File: src/rtl/calc_display_sequencer.sv
// Calculator control FSM: operand entry, add/sub/mul/div sequencing and display publishing.
// Optional macro TEAR_FREE_EN: publish A/B/C/flag through frame-boundary shadow registers.
module calc_display_sequencer #(
  parameter int unsigned WIDTH       = 16,
  parameter logic [9:0]  VBLANK_LINE = 10'd516
) (
  input  logic             clk,
  input  logic             rst,
  input  logic [WIDTH-1:0] sw,
  input  logic             btn_load_a,
  input  logic             btn_load_b,
  input  logic             btn_exec,
  input  logic             btn_clear,
  input  logic [1:0]       op,
  input  logic [9:0]       hCount,
  input  logic [9:0]       vCount,
  output logic [WIDTH-1:0] A_disp,
  output logic [WIDTH-1:0] B_disp,
  output logic [WIDTH-1:0] C_disp,
  output logic             flag_disp,
  output logic             busy
);

  localparam int unsigned W2    = 2 * WIDTH;
  localparam int unsigned CNT_W = $clog2(WIDTH);
  localparam logic [CNT_W-1:0] CNT_LAST = CNT_W'(WIDTH - 1);
  localparam logic [1:0] OP_ADD = 2'b00;
  localparam logic [1:0] OP_SUB = 2'b01;
  localparam logic [1:0] OP_MUL = 2'b10;
  localparam logic [1:0] OP_DIV = 2'b11;

  typedef enum logic [1:0] {IDLE, ARITH, ITER, WB} state_t;

  state_t state, state_next;

  logic [WIDTH-1:0] a_r, b_r, c_r;
  logic             flag_r;

  // Iteration datapath: opa = dividend/quotient, opb = multiplier/divisor
  logic [1:0]       op_q;
  logic [WIDTH-1:0] opa, opb;
  logic [W2-1:0]    acc, mcand;
  logic [CNT_W-1:0] cnt;

  logic             ld_a_en, ld_b_en, start_en, res_wr;
  logic [WIDTH-1:0] res_c;
  logic             res_f;
  logic [WIDTH-1:0] opa_n, opb_n;
  logic [W2-1:0]    acc_n, mcand_n;
  logic [WIDTH:0]   sum, rem_sh, rem_sub;

  // Next-state, control enables and iteration step
  always_comb begin
    state_next = state;
    ld_a_en    = 1'b0;
    ld_b_en    = 1'b0;
    start_en   = 1'b0;
    res_wr     = 1'b0;
    res_c      = '0;
    res_f      = 1'b0;
    acc_n      = acc;
    mcand_n    = mcand;
    opa_n      = opa;
    opb_n      = opb;
    sum        = {1'b0, opa} + {1'b0, opb};
    rem_sh     = {acc[WIDTH-1:0], opa[WIDTH-1]};
    rem_sub    = rem_sh - {1'b0, opb};

    case (state)
      IDLE: begin
        if (btn_load_a || btn_load_b) begin
          ld_a_en = btn_load_a;
          ld_b_en = btn_load_b;
        end else if (btn_exec) begin
          start_en   = 1'b1;
          state_next = (op == OP_MUL || (op == OP_DIV && b_r != '0)) ? ITER : ARITH;
        end
      end
      ARITH: begin
        res_wr     = 1'b1;
        state_next = IDLE;
        case (op_q)
          OP_ADD: begin
            res_c = sum[WIDTH-1:0];
            res_f = sum[WIDTH];
          end
          OP_SUB: begin
            res_c = opa - opb;
            res_f = (opa < opb);
          end
          default: begin
            // Only a divide by zero reaches ARITH with a non add/sub op
            res_c = '1;
            res_f = 1'b1;
          end
        endcase
      end
      ITER: begin
        if (op_q == OP_MUL) begin
          if (opb[0]) acc_n = acc + mcand;
          mcand_n = mcand << 1;
          opb_n   = opb >> 1;
        end else if (rem_sh >= {1'b0, opb}) begin
          acc_n = W2'(rem_sub[WIDTH-1:0]);
          opa_n = {opa[WIDTH-2:0], 1'b1};
        end else begin
          acc_n = W2'(rem_sh);
          opa_n = {opa[WIDTH-2:0], 1'b0};
        end
        if (cnt == CNT_LAST) state_next = WB;
      end
      WB: begin
        res_wr     = 1'b1;
        state_next = IDLE;
        if (op_q == OP_MUL) begin
          res_c = acc[WIDTH-1:0];
          res_f = |acc[W2-1:WIDTH];
        end else begin
          res_c = opa;
          res_f = 1'b0;
        end
      end
      default: state_next = IDLE;
    endcase

    if (btn_clear) begin
      state_next = IDLE;
      ld_a_en    = 1'b0;
      ld_b_en    = 1'b0;
      start_en   = 1'b0;
      res_wr     = 1'b0;
    end
  end

  always_ff @(posedge clk) begin
    if (rst) begin
      state <= IDLE;
      busy  <= 1'b0;
    end else begin
      state <= state_next;
      busy  <= (state_next != IDLE);
    end
  end

  // Working registers and iteration datapath
  always_ff @(posedge clk) begin
    if (rst) begin
      a_r    <= '0;
      b_r    <= '0;
      c_r    <= '0;
      flag_r <= 1'b0;
      op_q   <= '0;
      opa    <= '0;
      opb    <= '0;
      acc    <= '0;
      mcand  <= '0;
      cnt    <= '0;
    end else begin
      if (btn_clear) begin
        a_r    <= '0;
        b_r    <= '0;
        c_r    <= '0;
        flag_r <= 1'b0;
      end else begin
        if (ld_a_en) a_r <= sw;
        if (ld_b_en) b_r <= sw;
        if (res_wr) begin
          c_r    <= res_c;
          flag_r <= res_f;
        end
      end

      if (start_en) begin
        op_q  <= op;
        opa   <= a_r;
        opb   <= b_r;
        acc   <= '0;
        mcand <= W2'(a_r);
        cnt   <= '0;
      end else if (btn_clear) begin
        cnt <= '0;
      end else if (state == ITER) begin
        acc   <= acc_n;
        mcand <= mcand_n;
        opa   <= opa_n;
        opb   <= opb_n;
        cnt   <= cnt + CNT_W'(1);
      end
    end
  end

`ifdef TEAR_FREE_EN
  logic dirty;
  logic tick;
  logic wr_any;

  assign tick   = (vCount == VBLANK_LINE) && (hCount == 10'd0);
  assign wr_any = btn_clear || ld_a_en || ld_b_en || res_wr;

  // A write on the tick edge keeps dirty set so it is published next frame
  always_ff @(posedge clk) begin
    if (rst) begin
      A_disp    <= '0;
      B_disp    <= '0;
      C_disp    <= '0;
      flag_disp <= 1'b0;
      dirty     <= 1'b0;
    end else begin
      if (tick && dirty) begin
        A_disp    <= a_r;
        B_disp    <= b_r;
        C_disp    <= c_r;
        flag_disp <= flag_r;
      end
      if (wr_any)    dirty <= 1'b1;
      else if (tick) dirty <= 1'b0;
    end
  end
`else
  logic unused_timing;

  assign unused_timing = ^{hCount, vCount, VBLANK_LINE};
  assign A_disp        = a_r;
  assign B_disp        = b_r;
  assign C_disp        = c_r;
  assign flag_disp     = flag_r;
`endif

endmodule
File: config.mk
export PLATFORM = sky130hd
export DESIGN_NAME = calc_display_sequencer
export DESIGN_NICKNAME = d
export VERILOG_FILES = /design/src/rtl/calc_display_sequencer.sv
export SDC_FILE = /design/constraint.sdc
export NUM_CORES = 1
export LEC_CHECK = 0
export ABC_CLOCK_PERIOD_IN_PS = 3400
export BUFFER_PORTS_ARGS = -buffer_cell sky130_fd_sc_hd__buf_2
export CAP_MARGIN = 20
export CORE_ASPECT_RATIO = 2
export CORE_MARGIN = 2
export CORE_UTILIZATION = 45
export CTS_CLUSTER_SIZE = 8
export DETAILED_ROUTE_END_ITERATION = 10
export PLACE_DENSITY_LB_ADDON = 0.2
export SLEW_MARGIN = 0
export SYNTH_ARGS = -nofsm -noshare
export SYNTH_HDL_FRONTEND = slang
export SYNTH_SLANG_ARGS = --single-unit
File: constraint.sdc
create_clock -name clk -period 3.4 [get_ports clk]
set_clock_uncertainty 0.2 [all_clocks]
set_input_delay 0.17 -clock clk [delete_from_list [all_inputs] [get_ports clk]]
set_output_delay 0.17 -clock clk [all_outputs]
set_load 0.01 [all_outputs]
==> results of run 1 <==
## metal layers
metal / up-vias / track usage [%] / routed length, µm
met5: - / 0 / 0
met4: 0 / 31.1 / 4370
met3: 167 / 3.97 / 1360
met2: 364 / 57.2 / 19300
met1: 4772 / 29.7 / 12000
li1: 4930 / - / -
## registers in the layout, summed over array words and instances (netlist names), 2 cells and up
register and count:
acc 32, A_disp 16, mcand 32, opb 16
opa 16, cnt 4, B_disp 16, op_q 2
state 2, C_disp 16
## area by class of cell
cell class | instances | area (µm²) | area share, %
flip-flops and latches | 154 | 3080 | 25.9
repair buffers | 169 | 1140 | 9.56
clock buffers | 18 | 439 | 3.68
inverters | 49 | 184 | 1.54
multi-input cells | 1035 | 6570 | 55.1
clock inverters | 14 | 158 | 1.32
well taps | 276 | 345 | 2.90
## Yosys cell counts (7+ instances only)
cell / count
nand3_1: 15
a31oi_1: 36
a21oi_1: 154
xnor2_1: 32
inv_1: 48
dfxtp_1: 154
nor4_1: 9
clkbuf_1: 54
nor2b_1: 10
o211ai_1: 16
nor3_1: 14
a211oi_1: 18
nand2_1: 255
nand2b_1: 15
a21o_1: 31
a22oi_1: 17
o21bai_1: 23
xor2_1: 21
a221oi_1: 7
o21ai_0: 65
o21a_1: 7
mux2i_1: 24
ha_1: 81
nor2_1: 69
## worst register-to-register path, stage by stage, from the launching register on
cell and delay (ns):
dfxtp_1 0.33, inv_1 0.07, ha_1 0.22, fa_1 0.40, nor2b_1 0.12, o21a_1 0.14, o21ai_0 0.15, a211oi_1 0.25
buf_4 0.17, o32ai_1 0.08, o31ai_1 0.40, mux2i_1 0.15, xor2_1 0.18, a221oi_1 0.27
## power groups by stage
stage	Combinational, µW	Clock (µW)	Sequential [µW]
after global placement	391	0	1920
after detailed placement	395	0	1920
after floorplan	245	0	1900
after CTS	414	2000	1880
final	425	1970	1880
after global routing	460	2070	1880
## repair_timing
| action | in CTS | in global routing |
|---|---|---|
| gates resized for setup | 0 | 10 |
| endpoints found under the hold margin | 41 | 0 |
| hold buffers | 20 | 0 |
| setup endpoints to repair | 0 | 10 |
## worst paths after layout
| check | depth (start not counted) | to | start | slack (ns) |
|---|---|---|---|---|
| worst min register to register | 2 | C_disp[3]$_SDFFE_PP0P_ | C_disp[3]$_SDFFE_PP0P_ | 0.26 |
| worst max-delay path | 13 | C_disp[14]$_SDFFE_PP0P_ | opa[0]$_SDFFE_PP0P_ | 0.17 |
| worst min-delay path | 4 | state[0]$_SDFF_PP0_ | btn_load_b | 0.14 |
| worst max register to register | 13 | C_disp[14]$_SDFFE_PP0P_ | opa[0]$_SDFFE_PP0P_ | 0.17 |
## stage by stage
stage	setup WS, ns	hold WS [ns]	total power [µW]
3_3_place_gp	0.130	0.223	2310
2_1_floorplan	0.420	0.106	2150
5_1_grt	-0.00481	0.138	4400
3_5_place_dp	0.0804	0.230	2310
6_report	0.165	0.142	4280
4_1_cts	0.0511	0.112	4290
## kinds of logic after synthesis
| logic type | synth area share (%) |
|---|---|
| AO/OA/AOI/OAI | 28.2 |
| AND/OR/NAND/NOR | 18.6 |
| flip-flops | 30.7 |
| buffers and inverters | 4.46 |
| adder cells (fa/ha/maj) | 10.9 |
| XOR/XNOR | 4.62 |
| multiplexers | 2.61 |
==> reports/qor.yml, run 1 <==
cts_max_level: 4
post-route-util_pct: 54.0
post-cts-setup-buffers: 0
clk-insertion-delay-late_ns: 0.45
p_switching_uw: 1160
synth-async-reset-ratio_pct: 0
drcViolationCount: 0
nets: 1555
grtUsageTotal_pct: 32.1
p_per_area_nw_per_um2: 359
syn_avg_cell_area_um2: 7.71
clkTransAtPathRegs_ns: 0.07
max_stage_delay_ns: 0.40
n_antenna_cell: 0
worstMarginPinSlew_ns: 0.880
cts_made_buffers: 17
synth_warnings: 0
drt-pass1-iter-count: 5
seq_area_frac_synth_pct: 30.7
yosysUniqueCellTypes: 77
die_h_um: 215
clockPowerShare_pct: 46.1
crit_family: "compound AO/OA/AOI/OAI gates"
setup-tns-final_ns: 0
critPathLaunchType: "register"
final_common_cell: "nand2_1"
p_int_uw: 3120
core_area_um2: 22100
yosysTopAreaCellShare_pct: 30.7
drv_cap: 0
place_area_um2: 11100
crit_required_ns: 3.56
grt_first_pass_wirelength_mm: 56.1
synthTopCellsByArea: "dfxtp_1 31%, ha_1 10%, nand2_1 9.5%"
path_buf_inv: 2
cellLeakagePower_uw: 0.00505
die_x_um: 110
seqPwrFrac_pct: 43.9
ys_ff_latch: 154
dp.cells: 1663
max-slew-margin-rel_pct: 41.1
avgViaCountPerCell: 5.97
p_sw_share_pct: 27.0
cts_tree: "done"
layout_common_cells: "255 x nand2_1, 154 x a21oi_1, 153 x dfxtp_1"
syn-num-nets: 1433
synth_area_um2: 10100
arrival_ns: 3.39
ios: 94
post-route-period-util_pct: 95.1
power_frac_comb_pct: 9.9
max_freq_ghz: 0.309
cts-root-buf: "clkbuf_16"
slew_viol_final: 0
hpwl_mm: 29.1
synth-edff-count: 0
gp_congestion: 1.02
drive_above_1_share_pct: 14.7
wire_per_inst_um: 21.6
ant_nets: 0
min_period_ns: 3.23
yosysTopAreaCell: "dfxtp_1"
synthCells: 1304
syn_to_final_growth_pct: 18.6
dieArea_um2: 23600
clockBufferDepth: 2
irDropWorstVdd_mv: 0.418
clock_sinks: 154
final_area_um2: 11900
wl_mm: 37.0
slowest_stage: "fa_1"
grt_pass1_vias: 10100
io_buffers: 73
crit_chain: "inv_1 -> ha_1 -> fa_1 -> nor2b_1 -> o21a_1 -> o21ai_0 -> a211oi_1 -> buf_4 -> o32ai_1 -> o31ai_1 -> mux2i_1 -> xor2_1 -> a221oi_1"
fill_cells: 2157
path_class: "register to register"
via_count: 10200
fin_cells: 1715
grt_max_degree: 52
initial_core_util_pct: 45.6
antenna_found_initial: 0
end_kind: "register"
drt_first_iter_violations: 490
synth_ff_type: "dfxtp_1"
hold_viol: 0
row_count: 77
grt_overflow_total: 0
setup_viol: 0
cp_max_fo: 3
hold_path.class: "input port to register"
status: "finished, final reports clean"
Power figures use the tool's default switching activity.
==> run 2, diff against run 1 <==
--- a/config.mk
+++ b/config.mk
@@ -10,7 +10,7 @@
 export CAP_MARGIN = 20
 export CORE_ASPECT_RATIO = 2
 export CORE_MARGIN = 2
-export CORE_UTILIZATION = 45
+export CORE_UTILIZATION = 35
 export CTS_CLUSTER_SIZE = 8
 export DETAILED_ROUTE_END_ITERATION = 10
 export PLACE_DENSITY_LB_ADDON = 0.2
==> run 2 against run 1 <==
  * Cell count is 5.1% higher
  * Setup slack worse by 0.070 ns
  * Largest power group unchanged
  * Highest routed layer unchanged
  * Count of clock-buffer cells in the layout stayed put
  * Global-route usage is 5.3 points lower
  * First-iteration DRC count is 3.9% higher
  * Clock power is 3% higher
  * Die area is 28% higher
  * Via count is 0.52% higher
  * Critical path type unchanged
  * Combinational power is 5.2% higher
  * Core utilization is 11 points lower
==> reports/qor.yml, run 2 (synthesis results as in run 1) <==
cts-root-buf: "clkbuf_16"
grtUsageTotal_pct: 26.8
syn_to_final_growth_pct: 20.2
crit_required_ns: 3.58
p_sw_share_pct: 28.1
fin_cells: 1802
arrival_ns: 3.48
cts_max_level: 4
top_regs: "acc x32, mcand x32"
initial_core_util_pct: 35.6
avgViaCountPerCell: 5.71
p_int_uw: 3130
hpwl_mm: 31.6
worstMarginPinSlew_ns: 0.911
die_h_um: 244
post-route-period-util_pct: 97.2
antenna_found_initial: 0
drt_first_iter_violations: 509
cellLeakagePower_uw: 0.00511
max-slew-margin-rel_pct: 39.0
grt_first_pass_wirelength_mm: 59.2
wire_per_inst_um: 21.9
setup_viol: 0
cts_made_buffers: 17
cpMostUsedCell: "buf_4"
drv_cap: 0
critPathLaunchType: "register"
fill_cells: 2911
drt-pass1-iter-count: 5
seqPwrFrac_pct: 43.2
final_common_cell: "nand2_1"
grt_pass1_vias: 10200
gp_congestion: 0.994
clockBufferDepth: 2
max_freq_ghz: 0.303
die_x_um: 124
min_period_ns: 3.30
post-route-util_pct: 42.9
cts_tree: "done"
p_switching_uw: 1220
layout_common_cells: "255 x nand2_1, 154 x dfxtp_1, 153 x a21oi_1"
holdWs_ns: 0.0779
clk-insertion-delay-late_ns: 0.46
ios: 94
crit_chain: "ha_1 -> inv_1 -> fa_1 -> nor2b_1 -> o211a_1 -> o211ai_1 -> a31o_2 -> a2111oi_2 -> buf_4 -> buf_4 -> o2111a_1 -> a211oi_1 -> xor2_1 -> o21ai_0"
dp.cells: 1749
grt_max_degree: 52
grt_overflow_total: 0
wl_mm: 39.5
row_count: 87
hold_path.class: "input port to register"
irDropWorstVdd_mv: 0.413
power_frac_comb_pct: 10.3
clock_sinks: 154
path_buf_inv: 3
dieArea_um2: 30200
drive_above_1_share_pct: 15.1
crit_family: "compound AO/OA/AOI/OAI gates"
clkTransAtPathRegs_ns: 0.07
via_count: 10300
io_buffers: 73
ant_nets: 0
path_class: "register to register"
n_antenna_cell: 0
status: "finished, final reports clean"
core_area_um2: 28200
cp_max_fo: 3
p_per_area_nw_per_um2: 360
slowest_stage: "fa_1"
slew_viol_final: 0
nets: 1562
end_kind: "register"
drcViolationCount: 0
max_stage_delay_ns: 0.42
hold_viol: 0
clockPowerShare_pct: 46.5
-- run 2: cell count changes in the layout (fill, tap and decap cells not counted), sizes merged --
cell / previous run / this run
clkinv: 6 / 2
buf: 149 / 155
clkinvlp: 0 / 1
inv: 55 / 58
dlygate4sd3: 20 / 21
-- run 2: area by class of cell --
cell class	instances	area, µm²	share of cell area (%)
well taps	356	445	3.69
repair buffers	176	1190	9.86
multi-input cells	1035	6580	54.5
flip-flops and latches	154	3080	25.5
clock inverters	14	170	1.41
inverters	49	184	1.52
clock buffers	18	429	3.55
-- run 2: power by group through the flow --
stage / sequential [µW] / combinational (µW) / clock (µW)
5_1_grt: 1880 / 483 / 2120
3_5_place_dp: 1920 / 415 / 0
4_1_cts: 1880 / 434 / 2050
2_1_floorplan: 1900 / 245 / 0
3_3_place_gp: 1920 / 413 / 0
6_report: 1880 / 447 / 2020
-- run 2: worst reg2reg max path, delay by kind of cell, from the launching register on --
family,cells,cell delay (ns)
AO/OA/AOI/OAI,7,1.38
XOR/XNOR,1,0.14
adder cells (fa/ha/maj),2,0.63
buffers and inverters,3,0.35
flip-flops,1,0.34
AND/OR/NAND/NOR,1,0.18
-- run 2: per-layer routing --
layer	track usage (%)	part of all wire, %	vias up
li1	-	-	4941
met1	23.8	31	4920
met2	48.5	53	289
met3	3.70	3.2	136
met4	26.7	12	0
met5	0	0	-
-- run 2: worst paths after layout --
check	to	depth (start not counted)	from	slack (ns)
setup reg to reg	acc[30]$_SDFFE_PP0P_	14	mcand[0]$_SDFFE_PP0P_	0.1
hold reg to reg	C_disp[4]$_SDFFE_PP0P_	2	C_disp[4]$_SDFFE_PP0P_	0.26
setup / recovery	acc[30]$_SDFFE_PP0P_	14	mcand[0]$_SDFFE_PP0P_	0.1
hold / removal	state[0]$_SDFF_PP0_	3	btn_clear	0.08
-- run 2: metrics by stage --
stage          power (µW)  setup slack, ns  area, µm²  setup TNS (ns)
6_report             4350           0.0956      12100               0
5_1_grt              4480         -0.00931      12100        -0.00931
4_1_cts              4370           0.0468      12000               0
3_5_place_dp         2330           0.0812      11200               0
3_3_place_gp         2330           0.0964      11200               0
2_1_floorplan        2150            0.420      10100               0
-- run 2: what timing repair did --
| item | CTS | global route |
|---|---|---|
| endpoints found under the hold margin | 58 | 0 |
| hold buffers | 21 | 0 |
| endpoints found under the setup margin | 0 | 8 |
| resized for setup | 0 | 11 |
| buffers inserted | 0 | 0 |
==> run 3, diff against run 2 <==
--- a/config.mk
+++ b/config.mk
@@ -5,6 +5,7 @@
 export SDC_FILE = /design/constraint.sdc
 export NUM_CORES = 1
 export LEC_CHECK = 0
+export ABC_AREA = 1
 export ABC_CLOCK_PERIOD_IN_PS = 3400
 export BUFFER_PORTS_ARGS = -buffer_cell sky130_fd_sc_hd__buf_2
 export CAP_MARGIN = 20
==> run 3 against run 2 <==
  * Flip-flop and latch count is the same
  * Sequential power is essentially flat
  * Sequential share of layout area shrank 2.5 points
  * Combinational power grew 14%
  * Power is essentially flat
  * Critical path depth shrank 2
  * Via count grew 28%
==> reports/qor.yml, run 3 <==
status: "finished, final reports clean"
synthTopCellsByArea: "dfxtp_1 26%, nand2_1 21%, ha_1 8.7%"
p_sw_share_pct: 28.4
ys_ff_latch: 154
place_area_um2: 12600
yosys.cell_count.top_type: "nand2_1"
p_switching_uw: 1240
drv_cap: 0
max-slew-margin-rel_pct: 31.3
critPathLaunchType: "register"
irDropWorstVdd_mv: 0.426
max_stage_delay_ns: 0.58
holdWs_ns: 0.0371
io_buffers: 73
drt-pass1-iter-count: 6
post-cts-setup-buffers: 0
gp_congestion: 1.02
synth_area_um2: 11600
yosysTopAreaCellShare_pct: 26.5
max_freq_ghz: 0.320
setup_ws_ns: 0.271
synth-edff-count: 0
syn_avg_cell_area_um2: 5.99
regToRegStartpoint: "opb[12]$_SDFFE_PP0P_"
cp_max_fo: 17
drcViolationCount: 0
clock_sinks: 154
fill_cells: 3597
post-route-period-util_pct: 92.0
r2r_cells: 12
reg2reg_setup_slack_ns: 0.27
min_period_ns: 3.13
yosysUniqueCellTypes: 38
grtUsageTotal_pct: 27.0
syn-num-nets: 2072
grt_max_degree: 41
slowest_stage: "nor2_2"
slew_viol_final: 0
dieArea_um2: 34800
path_class: "register to register"
min-delay-start: "btn_exec"
synth_warnings: 0
hpwl_mm: 38.1
cts-root-buf: "clkbuf_16"
cpMostUsedCell: "nand2_1"
syn_to_final_growth_pct: 14.9
holdPathEnd: "state[0]$_SDFF_PP0_"
synth_common_cells: "663 x nand2_1, 256 x inv_1, 182 x a21oi_1"
clockBufferDepth: 2
final_common_cell: "nand2_1"
top_regs: "acc x32, mcand x32"
final_area_um2: 13400
p_int_uw: 3110
multiInputGateArea_um2: 7320
worstMarginPinSlew_ns: 1.03
crit_chain: "inv_1 -> ha_1 -> nand2_1 -> inv_1 -> a21oi_1 -> nor2_1 -> nor2_2 -> nand2_2 -> nand2_1 -> nand3_1 -> nand2_1 -> a21oi_1"
grt_overflow_total: 0
cellLeakagePower_uw: 0.00660
arrival_ns: 3.24
ff_latch_area_um2: 3080
wire_per_inst_um: 19.0
power_frac_comb_pct: 11.7
grt_first_pass_wirelength_mm: 71.3
crit_required_ns: 3.51
seq_area_frac_synth_pct: 26.5
clk-insertion-delay-late_ns: 0.45
place_ws_ns: 0.346
nets: 2156
core_area_um2: 32800
ant_nets: 0
grt_pass1_vias: 12800
yosysTopAreaCell: "dfxtp_1"
setup_viol: 0
synth-async-reset-ratio_pct: 0
cts_tree: "done"
wl_mm: 47.0
ios: 94
hold_path.class: "input port to register"
setup-tns-final_ns: 0
clockPowerShare_pct: 45.4
clkTransAtPathRegs_ns: 0.07
cts_max_level: 4
initial_core_util_pct: 35.5
n_antenna_cell: 0
hold_viol: 0
p_per_area_nw_per_um2: 325
whs_path_depth: 7
synth_ff_type: "dfxtp_1"
drt_first_iter_violations: 820
via_count: 13100
antenna_found_initial: 0
avgViaCountPerCell: 5.31
r2r_end: "acc[3]$_SDFFE_PP0P_"
end_kind: "register"
drive_above_1_share_pct: 7.60
cts_made_buffers: 17
die_x_um: 133
seqPwrFrac_pct: 42.9
layout_common_cells: "663 x nand2_1, 256 x inv_1, 182 x a21oi_1"
rsz0062_at_grt: "no"
synthCells: 1943
row_count: 94
die_h_um: 262
==> run 3: cells by family after synthesis <==
kind of cell,share of synthesized area (%)
xor gates and xnor gates,1.05
DFF,26.5
buffers and inverters,10.7
adders and majority gates,9.39
AOI/OAI and AO/OA,16.3
and+or+nand+nor,36.1
==> run 3: worst max-delay path by stage <==
| stage | from | end | slack, ns | cells after the start |
|---|---|---|---|---|
| after detailed placement | opb[10]$_SDFFE_PP0P_ | acc[8]$_SDFFE_PP0P_ | 0.35 | 12 |
| after floorplan | opb[7]$_SDFFE_PP0P_ | acc[12]$_SDFFE_PP0P_ | 1.14 | 13 |
| after global routing | opb[12]$_SDFFE_PP0P_ | acc[2]$_SDFFE_PP0P_ | 0.03 | 12 |
| after global placement | opb[12]$_SDFFE_PP0P_ | acc[12]$_SDFFE_PP0P_ | 0.36 | 12 |
| after CTS | opb[12]$_SDFFE_PP0P_ | acc[3]$_SDFFE_PP0P_ | 0.32 | 12 |
| final | opb[12]$_SDFFE_PP0P_ | acc[3]$_SDFFE_PP0P_ | 0.27 | 12 |
==> run 3: final cells by class <==
| class | instances | share of cell area, % |
|---|---|---|
| Clock buffer | 21 | 3.37 |
| Clock inverter | 11 | 1.02 |
| Inverter | 259 | 7.27 |
| Multi-Input combinational cell | 1463 | 54.7 |
| Sequential cell | 154 | 23.0 |
| Tap cell | 432 | 4.04 |
| Timing Repair Buffer | 132 | 6.58 |
==> run 3: power groups by stage <==
stage	registers (µW)	clock network, µW	logic (µW)
final	1860	1980	509
after global routing	1860	2070	564
after CTS	1860	2010	501
after detailed placement	1900	0	482
after global placement	1900	0	480
after floorplan	1890	0	325
==> run 3: per-stage QoR <==
step	power, µW	utilization [%]	cells
global placement	2380	38.4	2421
detailed placement	2390	38.4	2421
finish	4350	40.8	2472
CTS	4370	40.8	2472
global route	4500	40.8	2472
floorplan	2220	-	1943
==> run 3: layer usage <==
layer	wire length (µm)	GRT usage [%]
met1	15400	23.8
met2	25200	52.5
met3	1620	3.18
met4	4780	24.6
met5	0	0
==> run 3: critical path: cells and delay by family (launching register included) <==
kind / cells / cell delay (ns)
buf+inv: 2 / 0.24
fa+ha+maj: 1 / 0.40
flops: 1 / 0.38
simple gates: 7 / 1.52
compound gates: 2 / 0.24
==> run 3: what timing repair did <==
item / in CTS / in global routing
resized for setup: 0 / 0
endpoints found under the hold margin: 37 / 0
hold buffers: 19 / 0
